## src/rtl/freq_meter_pkg.sv

```systemverilog
// Shared definitions for the frequency meter: FSM states and
// arithmetic constants common to the gate and calculation blocks.
package freq_meter_pkg;

  typedef enum logic [1:0] {
    IDLE,
    MUL,
    DIV,
    DONE
  } state_e;

  localparam int unsigned CLK_FREQ_HZ_DEF = 100_000_000;
  localparam int unsigned DIV_ITER        = 64;
  localparam int unsigned ITER_W          = $clog2(DIV_ITER);

endpackage

```

## src/rtl/udiv_seq.sv

```systemverilog
// 64-by-32 sequential restoring divider, one quotient bit per cycle.
// The start cycle performs iteration 0, so done_o marks the final step.
module udiv_seq
  import freq_meter_pkg::*;
(
  input  logic        clk_i,
  input  logic        rst_ni,
  input  logic        start_i,
  input  logic [63:0] dividend_i,
  input  logic [31:0] divisor_i,
  output logic        done_o,
  output logic [63:0] quot_o,
  output logic [31:0] rem_o
);

  logic              run_q;
  logic [ITER_W-1:0] cnt_q;
  logic [63:0]       num_q, num_d;
  logic [63:0]       quo_q, quo_d;
  logic [31:0]       rem_q, rem_d;

  logic [63:0] num_src;
  logic [63:0] quo_src;
  logic [31:0] rem_src;
  logic [32:0] trial;
  logic [32:0] diff;
  logic        ge;
  logic        step;

  always_comb begin
    num_src = start_i ? dividend_i : num_q;
    quo_src = start_i ? 64'd0 : quo_q;
    rem_src = start_i ? 32'd0 : rem_q;
    trial   = {rem_src, num_src[63]};
    diff    = trial - {1'b0, divisor_i};
    ge      = trial >= {1'b0, divisor_i};
    // A non-restored trial is below the divisor, so bit 32 is zero.
    rem_d   = ge ? diff[31:0] : trial[31:0];
    num_d   = {num_src[62:0], 1'b0};
    quo_d   = {quo_src[62:0], ge};
    step    = start_i | run_q;
  end

  always_ff @(posedge clk_i or negedge rst_ni) begin
    if (!rst_ni) begin
      run_q <= 1'b0;
      cnt_q <= '0;
      num_q <= '0;
      quo_q <= '0;
      rem_q <= '0;
    end else begin
      if (step) begin
        num_q <= num_d;
        quo_q <= quo_d;
        rem_q <= rem_d;
      end
      if (start_i) begin
        run_q <= 1'b1;
        cnt_q <= ITER_W'(1);
      end else if (run_q) begin
        cnt_q <= cnt_q + ITER_W'(1);
        if (done_o)
          run_q <= 1'b0;
      end
    end
  end

  assign done_o = run_q && (cnt_q == ITER_W'(DIV_ITER - 1));
  assign quot_o = quo_q;
  assign rem_o  = rem_q;

endmodule

```

## src/rtl/freq_calc.sv

```systemverilog
// Converts equal-precision gate counts into a rounded frequency in Hz,
// freq = round(cnt_x * CLK_FREQ_HZ / cnt_s), with saturation.
module freq_calc
  import freq_meter_pkg::*;
#(
  parameter int unsigned CLK_FREQ_HZ = CLK_FREQ_HZ_DEF,
  parameter int unsigned OUT_W       = 32
) (
  input  logic             clk_100M,
  input  logic             rst_n,
  input  logic             meas_gate,
  input  logic [31:0]      cnt_s,
  input  logic [31:0]      cnt_x,
  output logic             busy,
  output logic             freq_valid,
  output logic [OUT_W-1:0] freq_hz,
  output logic             err_zero,
  output logic             overflow,
  output logic             dropped
);

  localparam logic [63:0] CLK64 = 64'(CLK_FREQ_HZ);
  localparam logic [64:0] SAT   = (65'd1 << OUT_W) - 65'd1;

  state_e           state_q;
  logic             gate_pre_q;
  logic [31:0]      cs_q, cx_q;
  logic [63:0]      num_q;
  logic             start_q;
  logic             busy_q;
  logic             valid_q;
  logic [OUT_W-1:0] freq_q;
  logic             err_zero_q;
  logic             overflow_q;
  logic             dropped_q;

  logic        fall;
  logic        div_done;
  logic [63:0] quot;
  logic [31:0] rem;
  logic        round_up;
  logic [64:0] q_r;
  logic        sat;

  udiv_seq u_div (
    .clk_i      (clk_100M),
    .rst_ni     (rst_n),
    .start_i    (start_q),
    .dividend_i (num_q),
    .divisor_i  (cs_q),
    .done_o     (div_done),
    .quot_o     (quot),
    .rem_o      (rem)
  );

  always_comb begin
    fall     = gate_pre_q & ~meas_gate;
    round_up = {1'b0, rem, 1'b0} >= {2'b00, cs_q};
    q_r      = {1'b0, quot} + 65'(round_up);
    sat      = q_r > SAT;
  end

  always_ff @(posedge clk_100M or negedge rst_n) begin
    if (!rst_n) begin
      state_q    <= IDLE;
      gate_pre_q <= 1'b0;
      cs_q       <= '0;
      cx_q       <= '0;
      num_q      <= '0;
      start_q    <= 1'b0;
      busy_q     <= 1'b0;
      valid_q    <= 1'b0;
      freq_q     <= '0;
      err_zero_q <= 1'b0;
      overflow_q <= 1'b0;
      dropped_q  <= 1'b0;
    end else begin
      gate_pre_q <= meas_gate;
      valid_q    <= 1'b0;
      start_q    <= 1'b0;
      dropped_q  <= fall && (state_q != IDLE);
      unique case (state_q)
        IDLE: begin
          if (fall) begin
            cs_q <= cnt_s;
            cx_q <= cnt_x;
            // Zero divisor reports at once without entering the datapath.
            if (cnt_s == 32'd0) begin
              freq_q     <= '1;
              err_zero_q <= 1'b1;
              overflow_q <= 1'b0;
              valid_q    <= 1'b1;
            end else begin
              busy_q  <= 1'b1;
              state_q <= MUL;
            end
          end
        end
        MUL: begin
          num_q   <= 64'(cx_q) * CLK64;
          start_q <= 1'b1;
          state_q <= DIV;
        end
        DIV: begin
          if (div_done)
            state_q <= DONE;
        end
        DONE: begin
          err_zero_q <= 1'b0;
          overflow_q <= sat;
          freq_q     <= sat ? '1 : q_r[OUT_W-1:0];
          valid_q    <= 1'b1;
          busy_q     <= 1'b0;
          state_q    <= IDLE;
        end
        default: state_q <= IDLE;
      endcase
    end
  end

  assign busy       = busy_q;
  assign freq_valid = valid_q;
  assign freq_hz    = freq_q;
  assign err_zero   = err_zero_q;
  assign overflow   = overflow_q;
  assign dropped    = dropped_q;

endmodule

```

## config.mk

```make
export PLATFORM = sky130hd
export DESIGN_NAME = freq_calc
export DESIGN_NICKNAME = d
export VERILOG_FILES = /design/src/rtl/freq_meter_pkg.sv /design/src/rtl/udiv_seq.sv /design/src/rtl/freq_calc.sv
export SDC_FILE = /design/constraint.sdc
export NUM_CORES = 1
export LEC_CHECK = 0
export ABC_AREA = 1
export BUFFER_PORTS_ARGS = -buffer_cell sky130_fd_sc_hd__clkbuf_2
export CORE_MARGIN = 2
export CORE_UTILIZATION = 40
export CTS_CLUSTER_SIZE = 25
export DETAILED_ROUTE_END_ITERATION = 6
export HOLD_SLACK_MARGIN = 0.02
export PLACE_DENSITY = 0.58
export SYNTH_ARGS = -nofsm -noshare
export SYNTH_HDL_FRONTEND = slang
export SYNTH_SLANG_ARGS = --single-unit
export TNS_END_PERCENT = 50
```

## constraint.sdc

```tcl
create_clock -name clk_100M -period 6.97 [get_ports clk_100M]
set_input_delay 0 -clock clk_100M [delete_from_list [all_inputs] [get_ports clk_100M]]
set_output_delay 0 -clock clk_100M [all_outputs]
set_load 0.01 [all_outputs]
```

==> results.toml <==
[run_status]
status = "complete, no violations"

[layout]
final_area_sq_mm = 0.0341
fin_util_pct = 45.1
drive_gt1_share_pct = 6.81
syn_to_final_growth_pct = 11.9
fillCellCount = 7672
fin_nets = 4628
antenna_cells = 0

[worst_setup_path]
rrSetupSlack_ps = 760
setup.worst_path.class = "reg2reg"
crit_path_cell_trace = "inv_1, fa_1, fa_1, inv_1, fa_1, fa_1, fa_1, fa_1, ha_1, nand2_1, nor2_1, inv_1, nor4_1, nand4_1, nand3_1, or2_2, nand3_1, nand2_1"
cp.required_ps = 7490
cpMostUsedCell = "fa_1"
critPathMaxFanout = 8
crit_family = "adder cells"
rr_worst_depth = 18
cp.arrival_ps = 6730
rr_endpoint = "num_q[51]"
cp-end-kind = "flop"
path_depth = 18
critPathBufInv = 3
cp-startpoint = "cx_q[16]"
cpPeakStageDelay_ps = 670
critPathSlowestCell = "nor4_1"
rr_startpoint = "cx_q[16]"
cp-start-kind = "flop"

[grt]
antenna_found_initial = 1
grt_pass1_vias = 25800
grt.overflow.total = 0
grt_pass1_wl_um = 139000
grt_start_max_net_pins = 106
grt_usage_pct = 22.3

[floorplan]
io_pins = 104
chipHeight_um = 280
die_w_um = 280
start_util_pct = 40.3
rows = 101
die-area_sq_mm = 0.0785
coreArea_sq_mm = 0.0757

[synth]
synth_area_sq_mm = 0.0305
avgSynthCellArea_sq_um = 7.86
synthArstFlopShare_pct = 100
synth_edf_count = 0
seq_area_frac_synth_pct = 25.8
ys_warn_count = 0
synth-main-ff-cell = "dfrtp_1"
synth_nets = 4504
synth-seq-cells = 314
yosysUniqueCellTypes = 46
netlist_instances = 3881

[clock_tree]
insertion_delay_ps = 600
cts-root-buf = "clkbuf_16"
cts-htree-levels = 2
clk_pin_slew_ps = 60
cts_tree = "done"
cts_max_path_buffers = 3
cts_made_buffers = 41
clock-sinks = 314
cts_resized = 0
cts_setup_buffers = 0

[drt]
vias = 25000
dr.pass1.iters = 6
drc_errors = 0
ant_nets = 0
wl_um = 85200
wire_per_inst_um = 17.0
via_per_inst = 4.98
drtIter0Drc = 1885

[place]
hpwl_um = 66600
portBuffers = 103
place_congestion = 0.941
placed_cell_area_sq_mm = 0.0320

[timing]
timing.final.crit_share_pct = 89.1
period_minus_slack_ps = 6210
tns_ps = 0
setup_viol = 0
max_clock_freq_ghz = 0.161
rsz0062_at_grt = "false"
worst-slew-pin-transition_ps = 1090
slew_violations = 0
slew_headroom_pct = 27.3
hold_slack_ps = 32.3
fin_worst_skew_ps = 36.2
hold_viol = 0

[power]
p_per_area_mw_per_mm2 = 125
p_leak_nw = 18.1
ir_worst_vdd_uv = 167
p_total_mw = 4.27

[min_path]
hold_path.class = "in2async"

[flow_run]
maxCapViolations = 0
[worst max-delay path by stage]
stage / endpoint / slack, ps
CTS: num_q[51] / 760
floorplan: num_q[58] / 1770
finish: num_q[51] / 760
detailed placement: num_q[51] / 780
global route: num_q[46] / 470
global placement: num_q[51] / 820
[cells in the mapped netlist (33+ instances only)]
| master | n | area share, % |
|---|---|---|
| inv_1 | 802 | 9.9 |
| nand2_1 | 781 | 9.6 |
| nor2_1 | 350 | 4.3 |
| dfrtp_1 | 314 | 26 |
| fa_1 | 290 | 19 |
| ha_1 | 266 | 11 |
| nand3_1 | 197 | 3.2 |
| o21ai_0 | 179 | 2.9 |
| a21oi_1 | 113 | 1.9 |
| nor3_1 | 85 | 1.4 |
| clkbuf_1 | 78 | 0.96 |
| nand4_1 | 75 | 1.5 |
| o22ai_1 | 49 | 1.0 |
| xnor2_1 | 41 | 1.2 |
| xor2_1 | 34 | 0.98 |
| a31oi_1 | 33 | 0.68 |
[cells in the final DEF, fill, tap and decap left out, types with 7 or more instances in the layout]
master	n
a21o_1	11
a21oi_1	113
a31oi_1	33
buf_4	19
bufinv_16	7
clkbuf_1	8
clkbuf_16	41
clkbuf_2	102
dfrtp_1	312
dlygate4sd3_1	66
fa_1	290
ha_1	265
inv_1	801
mux2_2	24
nand2_1	780
nand2_2	14
nand3_1	197
nand4_1	75
nor2_1	349
nor2_2	10
nor2_4	10
nor3_1	85
nor4_1	13
o21ai_0	179
o21bai_1	16
o22ai_1	49
o31ai_1	11
or2_2	14
xnor2_1	41
xor2_1	34
[sequential cells by signal (all words and copies together), names as in the netlist]
| signal | flops |
|---|---|
| overflow | 1 |
| state_q | 2 |
| u_div.quot_o | 64 |
| start_q | 1 |
| freq_hz | 32 |
| u_div.rem_o | 32 |
| cx_q | 32 |
| u_div.cnt_q | 6 |
| gate_pre_q | 1 |
| err_zero | 1 |
| busy | 1 |
| num_q | 51 |
| u_div.num_q | 55 |
| freq_valid | 1 |
| cs_q | 32 |
| u_div.run_q | 1 |
| dropped | 1 |
[report_power, final]
part | switching (mW) | internal (mW)
Combinational | 0.0565 | 0.0409
Sequential | 0.000138 | 1.82
Clock | 0.925 | 1.42
Total | 0.981 | 3.29
[logic make-up after synthesis]
kind of cell / share of synthesized area [%]
adders and majority gates: 30.0
buffers and inverters: 11.4
and+or+nand+nor: 21.8
AOI/OAI and AO/OA: 8.06
DFF: 25.8
muxes: 0.886
xor gates and xnor gates: 2.15
[layout make-up]
cell class	instances	area (sq um)	share of cell area (%)
multi-input cells	2651	19200	56.2
clock inverters	20	344	1.01
inverters	809	3040	8.91
repair buffers	188	1330	3.90
flip-flops and latches	314	7860	23.0
well taps	978	1220	3.59
clock buffers	55	1140	3.34
[stage by stage]
step,setup slack [ps],instances
global route,468,5015
CTS,764,5015
floorplan,1770,3881
finish,759,5015
global placement,820,4874
detailed placement,784,4874
[metal layers]
layer / track usage, % / part of all wire, %
met3: 2.19 / 3.5
met2: 38.0 / 47
met4: 6.13 / 2.7
met5: 0 / 0
met1: 30.1 / 47
[timing repair]
item | in CTS | in global routing
hold buffers | 66 | 0
endpoints found under the hold margin | 173 | 0
endpoints found under the setup margin | 0 | 0
Power figures use the tool's default switching activity.
